===== config.mk =====
export PLATFORM = sky130hd
export DESIGN_NAME = systolic_host_ctrl_flat
export DESIGN_NICKNAME = d
export VERILOG_FILES = /design/src/rtl/systolic_host_ctrl_if.sv /design/src/rtl/systolic_host_ctrl.sv /design/src/flat_wrapper.sv
export SDC_FILE = /design/constraint.sdc
export NUM_CORES = 1
export LEC_CHECK = 0
export ABC_AREA = 0
export CAP_MARGIN = 0
export CORE_MARGIN = 5
export CORE_UTILIZATION = 40
export DETAILED_ROUTE_END_ITERATION = 8
export GPL_ROUTABILITY_DRIVEN = 0
export GPL_TIMING_DRIVEN = 0
export PLACE_DENSITY = 0.72
export SKIP_LAST_GASP = 1
export SYNTH_ARGS = -nofsm -noshare
export SYNTH_HDL_FRONTEND = slang
export SYNTH_SLANG_ARGS = --single-unit

===== constraint.sdc =====
create_clock -name clk -period 2.1 [get_ports clk]
set_input_delay 0.42 -clock clk [delete_from_list [all_inputs] [get_ports clk]]
set_output_delay 0.42 -clock clk [all_outputs]
set_load 0.05 [all_outputs]

===== src/rtl/systolic_host_ctrl_if.sv =====
// Job link between the host controller and the systolic engine:
// request pulse, operand stream out, result stream back.
interface systolic_host_ctrl_if #(
    parameter int DATA_W = 64
);
    logic              req_valid;
    logic              tx_valid;
    logic [DATA_W-1:0] tx_data;
    logic              tx_ready;
    logic              rx_valid;
    logic [DATA_W-1:0] rx_data;
    logic              rx_ready;

    modport master (
        output req_valid,
        output tx_valid,
        output tx_data,
        output rx_ready,
        input  tx_ready,
        input  rx_valid,
        input  rx_data
    );

    modport slave (
        input  req_valid,
        input  tx_valid,
        input  tx_data,
        input  rx_ready,
        output tx_ready,
        output rx_valid,
        output rx_data
    );
endinterface


===== src/rtl/systolic_host_ctrl.sv =====
// Host-side job controller for the 4x4 int8 systolic engine:
// operand buffer, request/stream-out, result capture and timeout.
module systolic_host_ctrl #(
    parameter int DATA_W  = 64,
    parameter int N_IN    = 4,
    parameter int N_OUT   = 8,
    parameter int TIMEOUT = 4096
) (
    input  logic                     clk,
    input  logic                     reset,
    input  logic                     wr_en,
    input  logic [$clog2(N_IN)-1:0]  wr_addr,
    input  logic [DATA_W-1:0]        wr_data,
    input  logic                     start,
    input  logic [$clog2(N_OUT)-1:0] rd_addr,
    output logic [DATA_W-1:0]        rd_data,
    output logic                     busy,
    output logic                     done,
    output logic                     error,
    systolic_host_ctrl_if.master     link
);

    localparam int IW = $clog2(N_IN);
    localparam int OW = $clog2(N_OUT);
    localparam int TW = $clog2(TIMEOUT);

    localparam logic [IW-1:0] IN_LAST  = IW'(N_IN - 1);
    localparam logic [OW-1:0] OUT_LAST = OW'(N_OUT - 1);
    localparam logic [TW-1:0] TMO_LAST = TW'(TIMEOUT - 1);

    typedef enum logic [2:0] {
        S_IDLE,
        S_REQ,
        S_SEND,
        S_WAIT_RES,
        S_COLLECT,
        S_FIN,
        S_ERR
    } state_t;

    state_t            state;
    logic [IW-1:0]     in_cnt;
    logic [OW-1:0]     out_cnt;
    logic [TW-1:0]     tmo;

    logic              busy_q;
    logic              done_q;
    logic              error_q;
    logic              req_q;
    logic              txv_q;
    logic [DATA_W-1:0] txd_q;
    logic              rxr_q;

    logic [DATA_W-1:0] opbuf  [N_IN];
    logic [DATA_W-1:0] resbuf [N_OUT];

    logic              tx_fire;
    logic              rx_fire;
    logic              op_wr;
    logic [DATA_W-1:0] op0_next;

    // txv_q/rxr_q are high exactly in SEND and WAIT_RES/COLLECT
    assign tx_fire = txv_q & link.tx_ready;
    assign rx_fire = rxr_q & link.rx_valid;
    assign op_wr   = wr_en & (state != S_SEND);

    // A write to word 0 during REQ must reach the first beat
    assign op0_next = (op_wr && wr_addr == '0) ? wr_data : opbuf[0];

    always_ff @(posedge clk or negedge reset) begin
        if (!reset) begin
            for (int i = 0; i < N_IN; i++) begin
                opbuf[i] <= '0;
            end
        end else if (op_wr) begin
            opbuf[wr_addr] <= wr_data;
        end
    end

    always_ff @(posedge clk or negedge reset) begin
        if (!reset) begin
            for (int i = 0; i < N_OUT; i++) begin
                resbuf[i] <= '0;
            end
        end else if (rx_fire) begin
            resbuf[out_cnt] <= link.rx_data;
        end
    end

    always_ff @(posedge clk or negedge reset) begin
        if (!reset) begin
            state   <= S_IDLE;
            in_cnt  <= '0;
            out_cnt <= '0;
            tmo     <= '0;
            busy_q  <= 1'b0;
            done_q  <= 1'b0;
            error_q <= 1'b0;
            req_q   <= 1'b0;
            txv_q   <= 1'b0;
            txd_q   <= '0;
            rxr_q   <= 1'b0;
        end else begin
            req_q <= 1'b0;
            unique case (state)
                S_IDLE: begin
                    if (start) begin
                        state   <= S_REQ;
                        req_q   <= 1'b1;
                        busy_q  <= 1'b1;
                        done_q  <= 1'b0;
                        error_q <= 1'b0;
                    end
                end
                S_REQ: begin
                    state  <= S_SEND;
                    in_cnt <= '0;
                    txv_q  <= 1'b1;
                    txd_q  <= op0_next;
                end
                S_SEND: begin
                    if (tx_fire) begin
                        if (in_cnt == IN_LAST) begin
                            state   <= S_WAIT_RES;
                            txv_q   <= 1'b0;
                            rxr_q   <= 1'b1;
                            out_cnt <= '0;
                            tmo     <= '0;
                        end else begin
                            in_cnt <= in_cnt + 1'b1;
                            txd_q  <= opbuf[in_cnt + 1'b1];
                        end
                    end
                end
                S_WAIT_RES, S_COLLECT: begin
                    // An accepted beat wins over an expiring timeout
                    if (rx_fire) begin
                        tmo <= '0;
                        if (out_cnt == OUT_LAST) begin
                            state  <= S_FIN;
                            rxr_q  <= 1'b0;
                            done_q <= 1'b1;
                            busy_q <= 1'b0;
                        end else begin
                            state   <= S_COLLECT;
                            out_cnt <= out_cnt + 1'b1;
                        end
                    end else if (tmo == TMO_LAST) begin
                        state   <= S_ERR;
                        rxr_q   <= 1'b0;
                        error_q <= 1'b1;
                        busy_q  <= 1'b0;
                    end else begin
                        tmo <= tmo + 1'b1;
                    end
                end
                S_FIN, S_ERR: begin
                    state <= S_IDLE;
                end
                default: begin
                    state <= S_IDLE;
                end
            endcase
        end
    end

    assign rd_data        = resbuf[rd_addr];
    assign busy           = busy_q;
    assign done           = done_q;
    assign error          = error_q;
    assign link.req_valid = req_q;
    assign link.tx_valid  = txv_q;
    assign link.tx_data   = txd_q;
    assign link.rx_ready  = rxr_q;

endmodule

===== src/flat_wrapper.sv =====
// flat-port wrapper written by rule: the top's interface ports become plain ports
module systolic_host_ctrl_flat 
#(
    parameter int DATA_W  = 64,
    parameter int N_IN    = 4,
    parameter int N_OUT   = 8,
    parameter int TIMEOUT = 4096
)
  (clk, reset, wr_en, wr_addr, wr_data, start, rd_addr, rd_data, busy, done, error, link_req_valid, link_tx_valid, link_tx_data, link_rx_ready, link_tx_ready, link_rx_valid, link_rx_data);
  systolic_host_ctrl_if #(.DATA_W(DATA_W)) link_i ();
  input  logic clk;
  input  logic reset;
  input  logic wr_en;
  input  logic [$clog2(N_IN)-1:0] wr_addr;
  input  logic [DATA_W-1:0] wr_data;
  input  logic start;
  input  logic [$clog2(N_OUT)-1:0] rd_addr;
  output logic [DATA_W-1:0] rd_data;
  output logic busy;
  output logic done;
  output logic error;
  output wire logic [$bits(link_i.req_valid)-1:0] link_req_valid;
  output wire logic [$bits(link_i.tx_valid)-1:0] link_tx_valid;
  output wire logic [$bits(link_i.tx_data)-1:0] link_tx_data;
  output wire logic [$bits(link_i.rx_ready)-1:0] link_rx_ready;
  input wire logic [$bits(link_i.tx_ready)-1:0] link_tx_ready;
  input wire logic [$bits(link_i.rx_valid)-1:0] link_rx_valid;
  input wire logic [$bits(link_i.rx_data)-1:0] link_rx_data;
  assign link_req_valid = link_i.req_valid;
  assign link_tx_valid = link_i.tx_valid;
  assign link_tx_data = link_i.tx_data;
  assign link_rx_ready = link_i.rx_ready;
  assign link_i.tx_ready = link_tx_ready;
  assign link_i.rx_valid = link_rx_valid;
  assign link_i.rx_data = link_rx_data;
  systolic_host_ctrl #(.DATA_W(DATA_W), .N_IN(N_IN), .N_OUT(N_OUT), .TIMEOUT(TIMEOUT)) u_core (.clk(clk), .reset(reset), .wr_en(wr_en), .wr_addr(wr_addr), .wr_data(wr_data), .start(start), .rd_addr(rd_addr), .rd_data(rd_data), .busy(busy), .done(done), .error(error), .link(link_i));
endmodule

==> impl_summary.md <==
Layout
The number of cells in the finished layout apart from fillers is 4379. The net count reported at finish is 3168. Of the cells placed in the final design, the portion with a size suffix greater than 1 is 45.48%. The area added between synthesis and finish is 23.00%. After filler insertion, the fill cell instance count of the layout stands at 8186.

The area taken by flip-flops and latches is 21470 sq um. In the final layout, the multi-input gates occupy 16780 sq um.

Timing
The max-slew violation count was 0. The actual transition at the worst max-transition pin is 0.6961 ns. The worst slew slack as a fraction of its limit is 53.59%.

Dividing the final minimum period by the clock period gives 116.3%. Setup repair after global routing could not meet its margin everywhere. Setup violations remaining at the end of the flow were counted as 64. Timing would allow up to 409.6 MHz. The hold violation count in the final report came to 82.

Across the routed clock network, the largest skew measured is 0.03582 ns. The post-route minimum period is 2.442 ns. After layout, the worst setup slack is -0.3417 ns.

The tightest hold path in the finished design has a slack of -0.3556 ns.

Critical path
In this run the worst path has a maximum fanout of 2. The critical path is of the register to output port type. For the worst setup path, the data arrival time is 2.02 ns. STA classifies the critical path endpoint as an output port. STA puts the critical path data required time at 1.68 ns. The element type at the critical path start is a register.

Clocking
Clock-pin slew was measured on the worst setup and hold paths at 0.06 ns. The count of H-tree levels built during CTS is 3. The tree built by TritonCTS fans out to 858 sinks. The clock latency at the later pin of the worst-skew pair is 0.67 ns. The clock buffer count from CTS is 93. TritonCTS built the clock tree. The maximum root-to-sink buffer count is 3. The CTS root buffer is sky130_fd_sc_hd__clkbuf_16.

Pwr
For this design the total switching power over the nets is 8.681 mW. In this run switching power makes up 23.21% of total power. For this design the static power due to leakage is 22.72 nW. Registers are responsible for 47.8% of the overall power. In this run, the clock network consumes 44.6% of the power.

The cell internal power dissipation is 28.71 mW. The cell area power density is 780.8 nW/um^2. Combinational logic is responsible for 7.7% of the overall power. The worst IR drop on VDD is 0.0006839 V.

Yosys
The primary flip-flop cell chosen by synthesis mapping is sky130_fd_sc_hd__dfrtp_1. The cell area that synthesis handed to floorplanning was 38940 sq um. The number of flip-flops and latches in the synthesized netlist is 858. Synthesis handed over a netlist of 2603 instances. During synthesis, Yosys emitted a total of 0 warnings. Of the synthesized area, sequential elements account for 55.14%. The share of synthesized registers carrying an async set or reset is 100.0%. Each instance of the synthesized netlist takes up on average 14.96 sq um. The number of different library cells in the post-synthesis netlist is 57.

In the post-synthesis netlist, the biggest area contributors are sky130_fd_sc_hd__dfrtp_1 55%, sky130_fd_sc_hd__mux2_2 20%, sky130_fd_sc_hd__mux4_2 11%. The count of flip-flops with a built-in enable after synthesis is 0. Summed over all instances, the cell type with the most area after synthesis is sky130_fd_sc_hd__dfrtp_1. After synthesis, the largest area contributor takes up 55.14% of total cell area. The post-synthesis net count is 2746.

Placement
The total of buffers placed on input and output ports is 269. The placed wire-length estimate after detailed placement is 64880 um. Timing analysis after detailed placement gives a worst setup slack of -1.547 ns. In this run, placement finished with an instance count of 4156.

Floorplanning
The area of the core is 96710 sq um. The starting utilization of the core area is 40.26%. The die covers 103700 sq um.

The count of standard-cell rows is 114. In this run the vertical extent of the chip is 322.0 um. The die is 322.0 um wide.

For this design the top-level I/O count stands at 273.

Routing
Before antenna repair, the detailed router went through 5 iterations. After detailed routing, the total wire length is 100700 um. In this run the remaining antenna-violating nets after routing total 0. The initial DRC count is 1512. The final routed wire length divided by cell count is 23.00 um. The detail-routed via count per cell is 5.519. The residual DRC count is 0. The total number of vias is 24170.

Status
The run finished, with violations left. The checks that failed: negative hold slack, negative setup slack.

Global routing
The first global-routing pass estimated 156900 um of wire. The number of antenna violations at the first check in global routing is 18. Global routing consumed, over all layers together, 19.20% of the routing resources. Entering global routing, the biggest net connects 118 pins. For this run the aggregate overflow at the end of global routing stands at 0. The number of global-route vias before repair came to 26030.

Worst hold path
The path class of the tightest hold or removal check is input pin to asynchronous set/reset pin.

Job
The max-cap check violation count is 0.
cells by family (layout without fill, tap and decap cells):
| family | Yosys count | count (layout) | synth area share (%) |
|---|---|---|---|
| muxes | 969 | 969 | 34.13 |
| DFF | 858 | 858 | 55.14 |
| AOI/OAI and AO/OA | 313 | 314 | 4.903 |
| and+or+nand+nor | 265 | 265 | 3.194 |
| buffers and inverters | 194 | 684 | 2.506 |
| adders and majority gates | 4 | 4 | 0.1285 |
| other | 0 | 9 | 0 |
path summary, 6_finish.rpt:
kind,depth (start not counted),end,slack [ns],startpoint
max,3,rd_data[2],-0.34,u_core.resbuf[258]$_DFFE_PN0P_
min,1,u_core.resbuf[468]$_DFFE_PN0P_,-0.36,reset
min in group clk,3,u_core.opbuf[223]$_DFFE_PN0P_,0.40,wr_data[31]
min reg2reg,2,u_core.done$_DFFE_PN0P_,0.48,u_core.done$_DFFE_PN0P_
max in group asynchronous,6,u_core.opbuf[98]$_DFFE_PN0P_,0.37,reset
max reg2reg,5,u_core.opbuf[68]$_DFFE_PN0P_,0.05,u_core.state[0]$_DFFE_PN0P_
worst max-delay path: stages (launching register included):
cell	delay [ns]
sky130_fd_sc_hd__dfrtp_1	0.39
sky130_fd_sc_hd__mux4_2	0.48
sky130_fd_sc_hd__mux2_4	0.31
sky130_fd_sc_hd__buf_6	0.16
per-layer routing:
layer | vias to the layer above | wire length [um] | GRT usage [%]
li1 | 10580 | - | -
met4 | 16 | 2573 | 5.025
met3 | 192 | 7155 | 5.718
met5 | - | 103 | 0
met1 | 12800 | 42670 | 25.38
met2 | 580 | 48230 | 31.25
power by group through the flow:
| stage | Combinational, mW | Sequential (mW) | Clock, mW |
|---|---|---|---|
| CTS | 2.88 | 17.8 | 17.0 |
| finish | 2.87 | 17.9 | 16.7 |
| global placement | 2.55 | 18.2 | 0 |
| global route | 3.16 | 18.0 | 17.7 |
| floorplan | 1.69 | 18.0 | 0 |
| detailed placement | 2.81 | 18.1 | 0 |
placed cells by master, fill, tap and decap left out, types with 66 or more instances in the layout:
cell,n
sky130_fd_sc_hd__clkbuf_16,96
sky130_fd_sc_hd__mux2_2,636
sky130_fd_sc_hd__clkdlybuf4s50_1,134
sky130_fd_sc_hd__mux2_4,111
sky130_fd_sc_hd__mux4_2,192
sky130_fd_sc_hd__o21ai_0,83
sky130_fd_sc_hd__nand3_1,71
sky130_fd_sc_hd__a21o_1,72
sky130_fd_sc_hd__dfrtp_1,858
sky130_fd_sc_hd__a21oi_1,67
sky130_fd_sc_hd__a31oi_1,66
sky130_fd_sc_hd__nand2_1,139
state kept, by name (all words and copies together), names as in the netlist:
name,count
u_core.out_cnt,3
u_core.error,1
u_core.state,3
u_core.done,1
u_core.link.tx_valid,1
u_core.tmo,12
u_core.opbuf,256
u_core.link.req_valid,1
u_core.link.rx_ready,1
u_core.busy,1
u_core.link.tx_data,64
u_core.in_cnt,2
u_core.resbuf,512
area by class of cell:
type / instances / share of cell area [%]
Multi-Input combinational cell: 1552 / 35.04
Tap cell: 1276 / 3.334
Clock inverter: 27 / 0.8360
Buffer: 187 / 2.563
Timing Repair Buffer: 330 / 7.660
Clock buffer: 137 / 5.669
Antenna cell: 9 / 0.04702
Sequential cell: 858 / 44.83
Inverter: 3 / 0.02351
cells in the mapped netlist, types with 2 or more instances:
master / n
sky130_fd_sc_hd__nor3_2: 3
sky130_fd_sc_hd__or3b_1: 2
sky130_fd_sc_hd__nand2_2: 2
sky130_fd_sc_hd__buf_6: 7
sky130_fd_sc_hd__a31oi_1: 66
sky130_fd_sc_hd__buf_1: 14
sky130_fd_sc_hd__nor2_1: 8
sky130_fd_sc_hd__ha_1: 4
sky130_fd_sc_hd__a21o_1: 72
sky130_fd_sc_hd__nor2_2: 3
sky130_fd_sc_hd__a22o_1: 2
sky130_fd_sc_hd__or3_1: 2
sky130_fd_sc_hd__buf_2: 99
sky130_fd_sc_hd__inv_1: 3
sky130_fd_sc_hd__and4_1: 3
sky130_fd_sc_hd__a21boi_0: 2
sky130_fd_sc_hd__clkbuf_1: 64
sky130_fd_sc_hd__mux4_2: 192
sky130_fd_sc_hd__a21oi_1: 67
sky130_fd_sc_hd__mux2i_1: 8
sky130_fd_sc_hd__and2_1: 2
sky130_fd_sc_hd__buf_8: 6
sky130_fd_sc_hd__a211oi_1: 4
sky130_fd_sc_hd__mux2_4: 60
sky130_fd_sc_hd__nand4b_1: 2
sky130_fd_sc_hd__mux2_1: 22
sky130_fd_sc_hd__and3_1: 4
sky130_fd_sc_hd__nand2b_1: 5
sky130_fd_sc_hd__o211ai_1: 3
sky130_fd_sc_hd__nand3_1: 71
sky130_fd_sc_hd__nand2_1: 139
sky130_fd_sc_hd__nor3_1: 4
sky130_fd_sc_hd__mux2_2: 687
sky130_fd_sc_hd__dfrtp_1: 858
sky130_fd_sc_hd__or4_1: 2
sky130_fd_sc_hd__o21ai_0: 84
sky130_fd_sc_hd__nand4_1: 6
sky130_fd_sc_hd__o21a_1: 2
what timing repair did:
item | 4_1_cts | 5_1_grt
gates resized for setup | 692 | 85
pin swaps | 7 | 4
setup endpoints to repair | 979 | 469
endpoints found under the hold margin | 82 | 82
buffers inserted | 27 | 22
gates cloned | 3 | 2
stage by stage:
stage	utilization (%)	hold slack [ns]	cell area [sq um]	power [mW]	setup TNS, ns
after global placement	44.75	0.4677	43280	20.74	-
final	49.52	-0.3556	47890	37.39	-18.97
after detailed placement	44.98	0.4631	43500	20.95	-872.31
after global routing	49.51	-0.3459	47880	38.77	-23.17
after CTS	49.07	-0.3422	47450	37.71	-22.45
after floorplan	-	0.1244	38990	19.68	-4.081
(Power assumes the default switching activity.)
